===== config.mk =====
export PLATFORM = sky130hd
export DESIGN_NAME = ro_puf_eval_ctrl
export DESIGN_NICKNAME = d
export VERILOG_FILES = /design/src/rtl/ro_puf_pkg.sv /design/src/rtl/ro_puf_win_timer.sv /design/src/rtl/ro_puf_eval_ctrl.sv
export SDC_FILE = /design/constraint.sdc
export NUM_CORES = 1
export LEC_CHECK = 0
export CORE_ASPECT_RATIO = 0.9
export CORE_UTILIZATION = 50
export DETAILED_ROUTE_END_ITERATION = 6
export GPL_ROUTABILITY_DRIVEN = 0
export GPL_TIMING_DRIVEN = 0
export PLACE_DENSITY = 0.95
export SYNTH_ARGS = -nofsm -noshare
export SYNTH_HDL_FRONTEND = slang
export SYNTH_SLANG_ARGS = --single-unit

===== constraint.sdc =====
create_clock -name clk_i -period 2.6 [get_ports clk_i]
set_clock_uncertainty 0.2 [all_clocks]
set_input_delay 0.39 -clock clk_i [delete_from_list [all_inputs] [get_ports clk_i]]
set_output_delay 0.39 -clock clk_i [all_outputs]
set_load 0.02 [all_outputs]

===== src/rtl/ro_puf_pkg.sv =====
// rtl/ro_puf_pkg.sv - shared types and helpers for the RO PUF evaluation sequencer
package ro_puf_pkg;

   localparam int CNT_W_DEFAULT = 16;
   localparam int SEL_W_DEFAULT = 4;

   typedef enum logic [2:0] {
      ST_IDLE,
      ST_CLEAR,
      ST_RUN,
      ST_HOLD,
      ST_COMPARE,
      ST_DONE
   } ro_puf_state_t;

   // Clocks spent on one response bit: CLEAR + RUN window + HOLD + COMPARE.
   function automatic int bit_period(input int window_cycles, input int sync_cycles);
      return window_cycles + sync_cycles + 2;
   endfunction

endpackage


===== src/rtl/ro_puf_win_timer.sv =====
// rtl/ro_puf_win_timer.sv - loadable down-counter timing the RUN and HOLD intervals
module ro_puf_win_timer #(
   parameter int TW = 9
) (
   input  logic          clk_i,
   input  logic          rst_n_i,
   input  logic          load_i,
   input  logic [TW-1:0] load_val_i,
   output logic [TW-1:0] value_o,
   output logic          expired_o
);

   logic [TW-1:0] cnt_q, cnt_d;

   always_comb begin
      cnt_d = cnt_q;
      if (load_i) begin
         cnt_d = load_val_i;
      end else if (cnt_q != '0) begin
         cnt_d = cnt_q - 1'b1;
      end
   end

   always_ff @(posedge clk_i or negedge rst_n_i) begin
      if (!rst_n_i) begin
         cnt_q <= '0;
      end else begin
         cnt_q <= cnt_d;
      end
   end

   assign value_o   = cnt_q;
   assign expired_o = (cnt_q == '0);

endmodule


===== src/rtl/ro_puf_eval_ctrl.sv =====
// rtl/ro_puf_eval_ctrl.sv - RO PUF challenge/response sequencer; PUF_MARGIN_EN adds per-bit reliability flags
module ro_puf_eval_ctrl
   import ro_puf_pkg::*;
#(
   parameter int CNT_W         = CNT_W_DEFAULT,
   parameter int SEL_W         = SEL_W_DEFAULT,
   parameter int RESP_BITS     = 8,
   parameter int WINDOW_CYCLES = 256,
   parameter int SYNC_CYCLES   = 2,
   parameter int MARGIN        = 4
) (
   input  logic                 clk_i,
   input  logic                 rst_n_i,
   input  logic                 start_i,
   input  logic                 abort_i,
   input  logic [2*SEL_W-1:0]   challenge_i,
   input  logic [CNT_W-1:0]     count_a_i,
   input  logic [CNT_W-1:0]     count_b_i,
   output logic                 ro_en_o,
   output logic                 cnt_clr_o,
   output logic [SEL_W-1:0]     sel_a_o,
   output logic [SEL_W-1:0]     sel_b_o,
   output logic                 busy_o,
   output logic                 done_o,
   output logic [RESP_BITS-1:0] resp_o,
   output logic                 resp_valid_o,
   output logic [RESP_BITS-1:0] resp_rel_o
);

   localparam int TMR_MAX = (WINDOW_CYCLES > SYNC_CYCLES) ? WINDOW_CYCLES : SYNC_CYCLES;
   localparam int TW      = $clog2(TMR_MAX + 1);
   localparam int IDX_W   = (RESP_BITS > 1) ? $clog2(RESP_BITS) : 1;
   localparam logic [IDX_W-1:0] LAST_IDX = IDX_W'(RESP_BITS - 1);

   ro_puf_state_t        state_q, state_d;
   logic [IDX_W-1:0]     idx_q, idx_d;
   logic [SEL_W-1:0]     sel_a_q, sel_a_d, sel_b_q, sel_b_d;
   logic [RESP_BITS-1:0] resp_q, resp_d;
   logic                 valid_q, valid_d;
   logic                 rel_bit;

   logic                 tmr_load, tmr_expired;
   logic [TW-1:0]        tmr_val;
   logic [TW-1:0]        unused_tmr_value;

   ro_puf_win_timer #(.TW(TW)) u_win_timer (
      .clk_i      (clk_i),
      .rst_n_i    (rst_n_i),
      .load_i     (tmr_load),
      .load_val_i (tmr_val),
      .value_o    (unused_tmr_value),
      .expired_o  (tmr_expired)
   );

`ifdef PUF_MARGIN_EN
   localparam logic [CNT_W:0] MARGIN_V = (CNT_W+1)'(MARGIN);
   logic [RESP_BITS-1:0] rel_q, rel_d;
   logic [CNT_W:0]       diff;

   // Widened by one bit so the magnitude never wraps.
   always_comb begin
      if (count_a_i >= count_b_i) begin
         diff = {1'b0, count_a_i} - {1'b0, count_b_i};
      end else begin
         diff = {1'b0, count_b_i} - {1'b0, count_a_i};
      end
      rel_bit = (diff >= MARGIN_V);
   end
`else
   localparam int unused_margin = MARGIN;
   assign rel_bit = 1'b1;
`endif

   always_comb begin
      state_d   = state_q;
      idx_d     = idx_q;
      sel_a_d   = sel_a_q;
      sel_b_d   = sel_b_q;
      resp_d    = resp_q;
      valid_d   = valid_q;
`ifdef PUF_MARGIN_EN
      rel_d     = rel_q;
`endif
      tmr_load  = 1'b0;
      tmr_val   = '0;
      ro_en_o   = 1'b0;
      cnt_clr_o = 1'b0;
      done_o    = 1'b0;

      case (state_q)
         ST_IDLE: begin
            if (start_i) begin
               sel_a_d = challenge_i[SEL_W-1:0];
               sel_b_d = challenge_i[2*SEL_W-1:SEL_W];
               resp_d  = '0;
               valid_d = 1'b0;
               idx_d   = '0;
`ifdef PUF_MARGIN_EN
               rel_d   = '0;
`endif
               state_d = ST_CLEAR;
            end
         end
         ST_CLEAR: begin
            cnt_clr_o = 1'b1;
            tmr_load  = 1'b1;
            tmr_val   = TW'(WINDOW_CYCLES - 1);
            state_d   = ST_RUN;
         end
         ST_RUN: begin
            ro_en_o = 1'b1;
            if (tmr_expired) begin
               tmr_load = 1'b1;
               tmr_val  = TW'(SYNC_CYCLES - 1);
               state_d  = ST_HOLD;
            end
         end
         ST_HOLD: begin
            if (tmr_expired) begin
               state_d = ST_COMPARE;
            end
         end
         ST_COMPARE: begin
            resp_d[idx_q] = (count_a_i > count_b_i);
`ifdef PUF_MARGIN_EN
            rel_d[idx_q]  = rel_bit;
`endif
            if (idx_q != LAST_IDX) begin
               idx_d   = idx_q + 1'b1;
               sel_a_d = sel_a_q + 1'b1;
               sel_b_d = sel_b_q + 1'b1;
               state_d = ST_CLEAR;
            end else begin
               state_d = ST_DONE;
            end
         end
         ST_DONE: begin
            done_o  = 1'b1;
            valid_d = 1'b1;
            state_d = ST_IDLE;
         end
         default: state_d = ST_IDLE;
      endcase

      // Abort freezes every register except the state, which drops to IDLE.
      if (abort_i) begin
         state_d = ST_IDLE;
         idx_d   = idx_q;
         sel_a_d = sel_a_q;
         sel_b_d = sel_b_q;
         resp_d  = resp_q;
         valid_d = valid_q;
`ifdef PUF_MARGIN_EN
         rel_d   = rel_q;
`endif
         done_o  = 1'b0;
      end
   end

   always_ff @(posedge clk_i or negedge rst_n_i) begin
      if (!rst_n_i) begin
         state_q <= ST_IDLE;
         idx_q   <= '0;
         sel_a_q <= '0;
         sel_b_q <= '0;
         resp_q  <= '0;
         valid_q <= 1'b0;
`ifdef PUF_MARGIN_EN
         rel_q   <= '0;
`endif
      end else begin
         state_q <= state_d;
         idx_q   <= idx_d;
         sel_a_q <= sel_a_d;
         sel_b_q <= sel_b_d;
         resp_q  <= resp_d;
         valid_q <= valid_d;
`ifdef PUF_MARGIN_EN
         rel_q   <= rel_d;
`endif
      end
   end

   assign sel_a_o      = sel_a_q;
   assign sel_b_o      = sel_b_q;
   assign busy_o       = (state_q != ST_IDLE);
   assign resp_o       = resp_q;
   assign resp_valid_o = valid_q;
`ifdef PUF_MARGIN_EN
   assign resp_rel_o   = rel_q;
`else
   assign resp_rel_o   = '1;
`endif

endmodule


; Word-level counts from Yosys, hierarchy flattened
; Index checks and enable logic that the tools add are counted.
[totals]
ff_bits = 32
inputBits = 44
out_inout_bits = 29
wordCells = 70
[classes]
n_addsub = 4
n_lt_le_gt_ge = 3
eq_ne = 11
muxes = 32
bitwise = 1
n_reduce_logical = 12
[op_table]
columns = op, count
row1 = $pmux 8 s2, 2
row2 = $mux 3, 7
row3 = $mux 9, 2
row4 = $gt 16x16->1, 1
row5 = $mux 4, 4
row6 = $pmux 4 s2, 2
row7 = $pmux 3 s5, 1
row8 = $ne 3x3->1 const B, 4
row9 = $logic_not 9->1, 1
row10 = $reduce_and 3->1, 3
row11 = $reduce_bool 9->1, 1
row12 = $sub 9x1->9 const B, 1
row13 = $add 4x1->4 const B, 2
row14 = $bwmux 8, 1
row15 = $mux 1, 8
row16 = $mux 8, 1
row17 = $eq 3x2->1 const B, 2
row18 = $eq 3x3->1 const B, 2
row19 = $pmux 3 s2, 1
row20 = $reduce_bool 2->1, 3
row21 = $lt 3x4->1 const B, 1
row22 = $ne 2x2->1 const B, 2
row23 = $pmux 1 s2, 2
row24 = $reduce_and 4->1, 1
row25 = other kinds (8), 8

; Logic depth before layout (Yosys ltp)
[logic_depth]
ltp_word = 6
ltp_mapped = 7

; Modules after synthesis
; A second synthesis with hierarchy kept.
[hier_totals]
hier_cells = 264
hier_area_um2 = 2322.2
[by_module_without_submodules]
columns = module, n_inst, cells_each, area_per_inst_um2
row1 = ro_puf_eval_ctrl, 1, 207, 1788.0
row2 = ro_puf_win_timer, 1, 57, 534.3

; Worst setup path after synthesis
; Ideal clock, no wire load.
[synth_timing]
kind = in2reg
from = input count_b_i[15]
to = register resp_q[0], in the netlist resp_o[0]
t_arrival_ps = 1672
required_time_ps = 2290
slack_ps = 617
cell_stages = 7
n_path_buf = 0
cell_sequence = inv_1 -> ha_1 -> nand4_2 -> nor3_2 -> a21boi_2 -> nor4_4 -> o41ai_1
[synth_between]
elab_chain_cells = 3
[synth_rtl]
columns = item, line_no
row1 = start: declaration, ro_puf_eval_ctrl.sv:18  ; input logic [CNT_W-1:0] count_b_i,
row2 = $gt 16x16->1, ro_puf_eval_ctrl.sv:124  ; resp_d[idx_q] = (count_a_i > count_b_i);
row3 = $bwmux 8, ro_puf_eval_ctrl.sv:124
row4 = $pmux 8 s2, ro_puf_eval_ctrl.sv:90  ; case (state_q)
row5 = end signal: assignment, ro_puf_eval_ctrl.sv:176  ; resp_q <= resp_d;
row6 = end: declaration, ro_puf_eval_ctrl.sv:38  ; logic [RESP_BITS-1:0] resp_q, resp_d;
; No other way between the ends.
; A chain may end at the register's enable or synchronous reset.

; Final worst setup path
[layout_timing]
from = register state_q[1]
to = output cnt_clr_o
[layout_between]
elab_chain_cells = 2
[layout_rtl]
columns = item, line_no
row1 = start: declaration, ro_puf_eval_ctrl.sv:35  ; ro_puf_state_t state_q, state_d;
row2 = start signal: assignment, ro_puf_eval_ctrl.sv:172  ; state_q <= state_d;
row3 = $eq 3x1->1, ro_puf_eval_ctrl.sv:90
row4 = $mux 1, ro_puf_eval_ctrl.sv:90
row5 = end: declaration, ro_puf_eval_ctrl.sv:20  ; output logic cnt_clr_o,
; No other way between the ends.

==> results.json <==
{
  "status": "finished clean",
  "ys_ff_latch": 32,
  "cts_buffers": 5,
  "remaining_drc_errors": 0,
  "worstHoldPathType": "reg2reg",
  "grt.overflow.total": 0,
  "setup.worst_path.end_class": "output port",
  "place.port_buffers": 64,
  "power.density_nw_per_um2": 502,
  "synth_cells": 252,
  "final_cells": 392,
  "crit_type": "reg2out",
  "grt_pass1_wl_um": 9360,
  "required_ps": 2010,
  "clock.fmax_mhz": 401,
  "syn_area_um2": 2220,
  "drive_gt1_frac": 0.105,
  "synth_edf_count": 0,
  "grt_max_degree": 33,
  "cp.buffers_inverters": 3,
  "gr-usage-met1": 0.343,
  "grt_busiest_layer": "met2",
  "wl_per_cell_um": 14.1,
  "met3_usage": 0.0567,
  "ios": 73,
  "dp.cells": 383,
  "pwr-share-clk": 0.303,
  "grt_use_met2": 0.419,
  "async_flop_share": 1.00,
  "routed_wl_um": 5530,
  "grt_pass1_vias": 2012,
  "final-max-slew-violation-count": 0,
  "avgSynthCellArea_um2": 8.80,
  "vdd.ir_drop.worst_mv": 0.372,
  "fin_crit_sh": 0.960,
  "yosys.cell_types.count": 46,
  "synth_top_area_cell": "dfrtp_1",
  "vias_per_cell": 5.42,
  "synth_top_area_frac": 0.361,
  "min_period_ps": 2500,
  "clock_latency_ps": 290,
  "initial_core_util": 0.533,
  "yosysWarnings": 0,
  "cts_tree": "built",
  "final_common_cell": "clkdlybuf4s50_1",
  "hpwl_um": 4100,
  "core_area_um2": 4160,
  "ant_nets": 0,
  "ys.flop_type": "dfrtp_1",
  "power_switching_uw": 477,
  "htreeDepth": 2,
  "antenna_found_initial": 0,
  "dr_total_vias": 2124,
  "p_seq_frac": 0.409,
  "final.setup.tns_ps": 0,
  "max_stage_delay_ps": 470,
  "layout_common_cells": "clkdlybuf4s50_1 (61), dfrtp_1 (32), inv_1 (26)",
  "dieArea_um2": 4700,
  "worstPathMaxFanout": 8,
  "yosysSeqAreaShare": 0.361,
  "combPwrFrac": 0.288,
  "cts.sinks": 32,
  "dr.pass1.iters": 4,
  "drt_iter0_markers": 183,
  "p_int_uw": 1070,
  "grt_usage": 0.260,
  "yosys-top-cells-area": "dfrtp_1 (36%), ha_1 (12%), o21ai_0 (5.0%)",
  "finalNetCount": 397,
  "drv_cap": 0,
  "hold_viol": 0,
  "power_switching_share": 0.308,
  "setup_viol": 0,
  "antenna_cells": 0,
  "areaGrowthSynthToFinish_pct": 39.0,
  "row_count": 22,
  "relSlewSlack": 0.524,
  "die_x_um": 72.2,
  "rsz0062_at_grt": "no",
  "path_cells": "nand2b_1 -> or2_2 -> clkbuf_1 -> inv_1 -> dlygate4sd2_1",
  "start_kind": "flop",
  "crit_slowest_cell": "dfrtp_1",
  "clkTransAtPathRegs_ps": 60,
  "cts_buffer_depth": 2,
  "p_leak_uw": 0.00141,
  "crit_arrival_ps": 1910,
  "die_y_um": 65.2,
  "critPathTopFamily": "buffers and inverters",
  "max_slew.worst_pin.slew_ps": 714,
  "cts-root-buf": "clkbuf_8"
}
[cell families after synthesis]
logic type	after synthesis	synth area share
and+or+nand+nor	77	0.190
AOI/OAI and AO/OA	71	0.203
buffers and inverters	43	0.0965
DFF	32	0.361
adders and majority gates	22	0.124
xor gates and xnor gates	6	0.0237
other	1	0.00169
[Yosys cell counts, drive strengths merged (2+ instances only)]
master and instances:
xor2 3, inv 26, o41ai 8, buf 14
nand3 12, nand2 16, nor3 11, or3 3
o22ai 2, a31oi 7, clkbuf 3, a21oi 17
xnor2 3, nor2b 3, nand2b 4, a21o 3
nor2 17, dfrtp 32, o211ai 2, o21ai 24
and2 2, nand4 3, a22oi 2, ha 22
[flip-flops by register name, indices dropped and copies added (netlist names)]
name / flops
sel_b_o: 4
resp_o: 8
resp_valid_o: 1
idx_q: 3
u_win_timer.value_o: 9
sel_a_o: 4
state_q: 3
[routing by layer]
layer / share of wire / vias to the layer above / wire length (um)
met3: 0.072 / 13 / 396
met4: 0.022 / 0 / 123
met1: 0.45 / 985 / 2490
met5: 0 / - / 0
met2: 0.46 / 87 / 2520
li1: - / 1039 / -
[path summary, 6_finish.rpt]
kind | startpoint | to | slack (ps) | cells after the start
worst max-delay path | state_q[1] | cnt_clr_o | 100 | 5
worst min-delay path | resp_o[1] | resp_o[1] | 310 | 2
worst max register to register | state_q[0] | resp_o[6] | 630 | 5
worst min register to register | resp_o[1] | resp_o[1] | 310 | 2
max in group asynchronous | rst_n_i | resp_o[4] | 1250 | 2
min in group asynchronous | rst_n_i | u_win_timer.value_o[0] | 490 | 2
[tightest hold or removal path, delay by kind of cell, from the launching register on]
kind,cells,cell delay [ps]
AO/OA/AOI/OAI,2,140
flip-flops,1,340
[stage by stage]
stage | hold WS [ps] | total power [uW] | utilization | instance area [um2] | setup slack, ps
after floorplan | -106 | 879 | - | 2240 | 617
after global placement | 282 | 1050 | 0.712 | 2960 | -35.9
after detailed placement | 279 | 1080 | 0.711 | 2950 | -132
after CTS | 313 | 1550 | 0.739 | 3070 | 60.5
after global routing | 344 | 1630 | 0.741 | 3080 | 15.9
final | 308 | 1550 | 0.741 | 3080 | 104
[power groups by stage]
stage / clock network [uW] / registers (uW) / logic (uW)
2_1_floorplan: 0 / 652 / 227
3_3_place_gp: 0 / 632 / 422
3_5_place_dp: 0 / 635 / 441
4_1_cts: 477 / 628 / 445
5_1_grt: 500 / 639 / 494
6_report: 468 / 632 / 446
[final cells by class]
| class | instances | area [um2] |
|---|---|---|
| Buffer | 17 | 118 |
| Clock buffer | 6 | 72.6 |
| Clock inverter | 2 | 35.0 |
| Fill cell | 296 | 1070 |
| Inverter | 26 | 97.6 |
| Multi-Input combinational cell | 184 | 1240 |
| Sequential cell | 32 | 801 |
| Tap cell | 60 | 75.1 |
| Timing Repair Buffer | 65 | 647 |
[timing repair]
| action | in CTS | in global routing |
|---|---|---|
| gates resized for setup | 1 | 4 |
| setup buffers | 0 | 0 |
| pin swaps | 0 | 0 |
| hold endpoints to repair | 32 | 0 |
| setup endpoints to repair | 1 | 3 |
| hold buffers | 1 | 0 |
No activity file was read; power rests on OpenSTA's default activity.
